[config.mk]
export PLATFORM = sky130hd
export DESIGN_NAME = pi_nibble_ctrl
export DESIGN_NICKNAME = d
export VERILOG_FILES = /design/src/rtl/pi_nibble_ctrl.sv
export SDC_FILE = /design/constraint.sdc
export NUM_CORES = 1
export LEC_CHECK = 0
export ABC_AREA = 1
export CAP_MARGIN = 20
export CORE_MARGIN = 3
export CORE_UTILIZATION = 52
export CTS_CLUSTER_DIAMETER = 60
export CTS_CLUSTER_SIZE = 30
export DETAILED_ROUTE_END_ITERATION = 7
export GPL_ROUTABILITY_DRIVEN = 0
export PLACE_DENSITY_LB_ADDON = 0.12
export SLEW_MARGIN = 20
export SYNTH_ARGS = -nofsm -noshare
export SYNTH_HDL_FRONTEND = slang
export SYNTH_SLANG_ARGS = --single-unit
[constraint.sdc]
create_clock -name clk -period 3.8 [get_ports clk]
set_input_delay 0.76 -clock clk [delete_from_list [all_inputs] [get_ports clk]]
set_output_delay 0.76 -clock clk [all_outputs]
set_load 0.03 [all_outputs]
[src/rtl/pi_nibble_ctrl.sv]
// pi_nibble_ctrl: Raspberry Pi side sequencer for the TI/RPi register exchange.
// Synchronizes the Pi nibble strobes and moves one byte per nibrst-framed transaction.
module pi_nibble_ctrl #(
    parameter int SYNC_STAGES = 2
) (
    input  logic       clk,
    input  logic       rst_n,
    input  logic       r_clk_in,
    input  logic       r_nibrst_in,
    input  logic [3:0] r_nib_i,
    output logic [3:0] r_nib_o,
    output logic       r_nib_oe,
    input  logic [7:0] td_q,
    input  logic [7:0] tc_q,
    output logic [7:0] rd_q,
    output logic [7:0] rc_q,
    output logic       rd_we,
    output logic       rc_we,
    output logic       busy,
    output logic       cmd_err
);

    typedef enum logic [2:0] {
        IDLE,
        WR_HI,
        WR_LO,
        RD_TURN,
        RD_HI,
        RD_LO,
        DONE,
        IGNORE
    } state_t;

    state_t state;
    state_t state_nxt;

    logic [SYNC_STAGES-1:0]      clk_sync;
    logic [SYNC_STAGES-1:0]      nibrst_sync;
    logic [SYNC_STAGES-1:0][3:0] nib_sync;

    logic       clk_prev;
    logic       clk_s;
    logic       nibrst_s;
    logic [3:0] nib_s;
    logic       edge_det;

    logic       sel;
    logic [3:0] hold;
    logic [7:0] shadow;

    assign clk_s    = clk_sync[SYNC_STAGES-1];
    assign nibrst_s = nibrst_sync[SYNC_STAGES-1];
    assign nib_s    = nib_sync[SYNC_STAGES-1];
    assign edge_det = clk_s & ~clk_prev;

    // Equal-depth chains keep the nibble aligned with its strobe.
    always_ff @(posedge clk or negedge rst_n) begin
        if (!rst_n) begin
            clk_sync    <= '0;
            nibrst_sync <= '0;
            nib_sync    <= '0;
            clk_prev    <= 1'b0;
        end else begin
            clk_sync    <= {clk_sync[SYNC_STAGES-2:0], r_clk_in};
            nibrst_sync <= {nibrst_sync[SYNC_STAGES-2:0], r_nibrst_in};
            nib_sync    <= {nib_sync[SYNC_STAGES-2:0], r_nib_i};
            clk_prev    <= clk_s;
        end
    end

    always_ff @(posedge clk or negedge rst_n) begin
        if (!rst_n) begin
            state <= IDLE;
        end else begin
            state <= state_nxt;
        end
    end

    // nibrst has priority over any edge in the same cycle.
    always_comb begin
        state_nxt = state;
        if (nibrst_s) begin
            state_nxt = IDLE;
        end else if (edge_det) begin
            case (state)
                IDLE: begin
                    case (nib_s)
                        4'h0, 4'h1: state_nxt = RD_TURN;
                        4'h2, 4'h3: state_nxt = WR_HI;
                        default:    state_nxt = IGNORE;
                    endcase
                end
                WR_HI:   state_nxt = WR_LO;
                WR_LO:   state_nxt = DONE;
                RD_TURN: state_nxt = RD_HI;
                RD_HI:   state_nxt = RD_LO;
                RD_LO:   state_nxt = DONE;
                default: state_nxt = state;
            endcase
        end
    end

    always_comb begin
        busy     = (state != IDLE);
        r_nib_oe = 1'b0;
        r_nib_o  = 4'h0;
        case (state)
            RD_HI: begin
                r_nib_oe = 1'b1;
                r_nib_o  = shadow[7:4];
            end
            RD_LO: begin
                r_nib_oe = 1'b1;
                r_nib_o  = shadow[3:0];
            end
            default: begin
                r_nib_oe = 1'b0;
                r_nib_o  = 4'h0;
            end
        endcase
    end

    // The read byte is frozen at command time so TI updates mid-read cannot tear it.
    always_ff @(posedge clk or negedge rst_n) begin
        if (!rst_n) begin
            sel     <= 1'b0;
            hold    <= 4'h0;
            shadow  <= 8'h00;
            rd_q    <= 8'h00;
            rc_q    <= 8'h00;
            rd_we   <= 1'b0;
            rc_we   <= 1'b0;
            cmd_err <= 1'b0;
        end else begin
            rd_we <= 1'b0;
            rc_we <= 1'b0;
            if (nibrst_s) begin
                hold    <= 4'h0;
                cmd_err <= 1'b0;
            end else if (edge_det) begin
                case (state)
                    IDLE: begin
                        sel <= nib_s[0];
                        if (nib_s[3:1] == 3'b000) begin
                            shadow <= nib_s[0] ? tc_q : td_q;
                        end
                        if (nib_s[3:2] != 2'b00) begin
                            cmd_err <= 1'b1;
                        end
                    end
                    WR_HI: begin
                        hold <= nib_s;
                    end
                    WR_LO: begin
                        if (sel) begin
                            rc_q  <= {hold, nib_s};
                            rc_we <= 1'b1;
                        end else begin
                            rd_q  <= {hold, nib_s};
                            rd_we <= 1'b1;
                        end
                    end
                    default: begin
                        hold <= hold;
                    end
                endcase
            end
        end
    end

endmodule

==> out/results.ini <==
[worst_setup_path]
path_max_fanout=5
start_kind=register
cp-end-kind=output port
reg2reg_depth=6
cp.arrival_ps=2140
crit_required_ps=3040
criticalPathCategory=register to output port

[timing]
slew_headroom_pct=60.4
fin_crit_sh_pct=76.4
fin_crit_ps=2900
whs_ps=353
final_hold_viol_count=0
drv_slew=0
fin_worst_skew_ps=4.88
finalSetupTns_ps=0
clock.fmax_mhz=344
rsz0062_at_grt=false
setup_viol=0
tightest_slew_ps=594

[clocking]
clk_path_buf_depth=2
ctsResizeCount=0
htreeDepth=2
cts_setup_buffers=0
clock_sinks=48
numCtsBuffers=5
path_clk_slew_ps=90
cts_root_buf=clkbuf_8
postCtsHoldBufs=0
cts_tree=built
insertion_delay_ps=300

[yosys]
synth_seq_area_share_pct=59.2
yosysTopAreaCell=dfrtp_1
synth_top_cell_area_share_pct=59.2
synth_area_mm2=0.00203
ys_seq_elements=48
syn_avg_cell_area_um2=10.6
syn_inst=191
syn_nets=215
synth.distinct_cells=25
synth_area_leaders=dfrtp_1, o21ai_2, nand2_1
yosysWarnings=0

[power]
max-vdd-ir-drop_uv=258
p_sw_mw=0.347
power.internal_mw=0.888
p_sw_share_pct=28.1
pwr-share-comb_pct=20.2
clock_power_share_pct=31.1
power.density_mw_per_mm2=466
p_leak_nw=1.24
seq_power_share_pct=48.7

[grt]
grt_overflow=0
grt_usage_pct=19.1
grt_pass1_wl_mm=6.53
grt_max_degree=49
antenna_found_initial=0
grt_pass1_vias=1401

[cells_and_area]
final_cell_mix=nand2_1, dfrtp_1, clkdlybuf4s50_1
drive_gt1_share_pct=18.1
syn_to_final_growth_pct=30.6
diodes=0
layout_commonest_cell=nand2_1
final_nets=266

[place]
hpwl_mm=2.76
placement.io_buffers=48

[drt]
drc=0
vias=1515
wirelength_mm=3.88
vias_per_cell=5.21
drt_first_pass_iters=4
final_antenna_net_count=0
drt-initial-drc-count=113
wl_per_cell_um=13.3

[floorplanning]
die_y_um=68.5
die_w_um=68.5
coreArea_mm2=0.00372
dieArea_mm2=0.00469
row_count=22
start_util_pct=54.6
ios=49

[worst_hold_path]
holdPathStages=0
holdCritPathClass=register to register

[run]
max-cap-violations=0

[status]
outcome=finished, final reports clean

worst paths after layout:
kind,start,endpoint,slack (ps)
setup / recovery,state[1],r_nib_o[0],900
hold / removal,nib_sync[0],nib_s[0],350
setup reg to reg,clk_prev,rd_q[5],2230
hold reg to reg,nib_sync[0],nib_s[0],350
max in group asynchronous,rst_n,rd_we,2950
min in group asynchronous,rst_n,rd_q[6],460
synthesized netlist by cell type (all sizes together):
library cell,number
dfrtp,48
nor3,1
nand2,53
clkinv,1
buf,4
mux2i,8
nor2,10
and2,1
o21ai,32
o31ai,1
inv,17
nand3,9
nand4,4
a21oi,2
power by group through the flow:
| stage | combinational [mW] | sequential (mW) | clock, mW |
|---|---|---|---|
| global placement | 0.242 | 0.609 | 0 |
| CTS | 0.250 | 0.601 | 0.392 |
| detailed placement | 0.250 | 0.611 | 0 |
| finish | 0.249 | 0.601 | 0.384 |
| floorplan | 0.115 | 0.639 | 0 |
| global route | 0.274 | 0.610 | 0.419 |
cell families after synthesis:
group,share of synthesized area [%]
compound gates,13.4
buf+inv,5.36
flops,59.2
mux,3.95
simple gates,18.1
final cells by class:
cell class	instances	area, µm²
timing repair buffer	48	478
inverter	18	70.1
clock buffer	6	82.6
sequential	48	1200
tap	48	60.1
clock inverter	2	38.8
fill	298	1070
multi-input combinational	121	719
state kept, by name, summed over array words and instances (netlist names), 2 cells and up:
signal	flops
rc_q	8
rd_q	8
shadow	8
hold	4
nib_s	4
nib_sync	4
state	3
clk_sync	2
nibrst_sync	2
stage by stage:
| step | utilization (%) | setup WS [ps] | cell area, µm² | cells | power, mW |
|---|---|---|---|---|---|
| 2_1_floorplan | - | 1910 | 2030 | 191 | 0.754 |
| 3_3_place_gp | 68.0 | 1350 | 2530 | 283 | 0.851 |
| 3_5_place_dp | 68.0 | 1260 | 2530 | 283 | 0.861 |
| 4_1_cts | 71.2 | 909 | 2650 | 291 | 1.24 |
| 5_1_grt | 71.3 | 708 | 2650 | 291 | 1.30 |
| 6_report | 71.3 | 897 | 2650 | 291 | 1.23 |
per-layer routing:
metal / GRT usage, % / share of wire, % / vias to the layer above
li1: - / - / 724
met1: 24.7 / 42 / 718
met2: 29.9 / 51 / 66
met3: 5.25 / 5.8 / 7
met4: 8.44 / 1.5 / 0
met5: 0 / 0 / -
critical path, stage by stage (launching register included):
cell and delay [ps]:
dfrtp_1 420, inv_1 180, nand2_1 120, nor2_1 280, nand2_1 100, nand2_1 70
clkdlybuf4s50_1 660
Note: power is estimated with default switching activity, not from simulation.
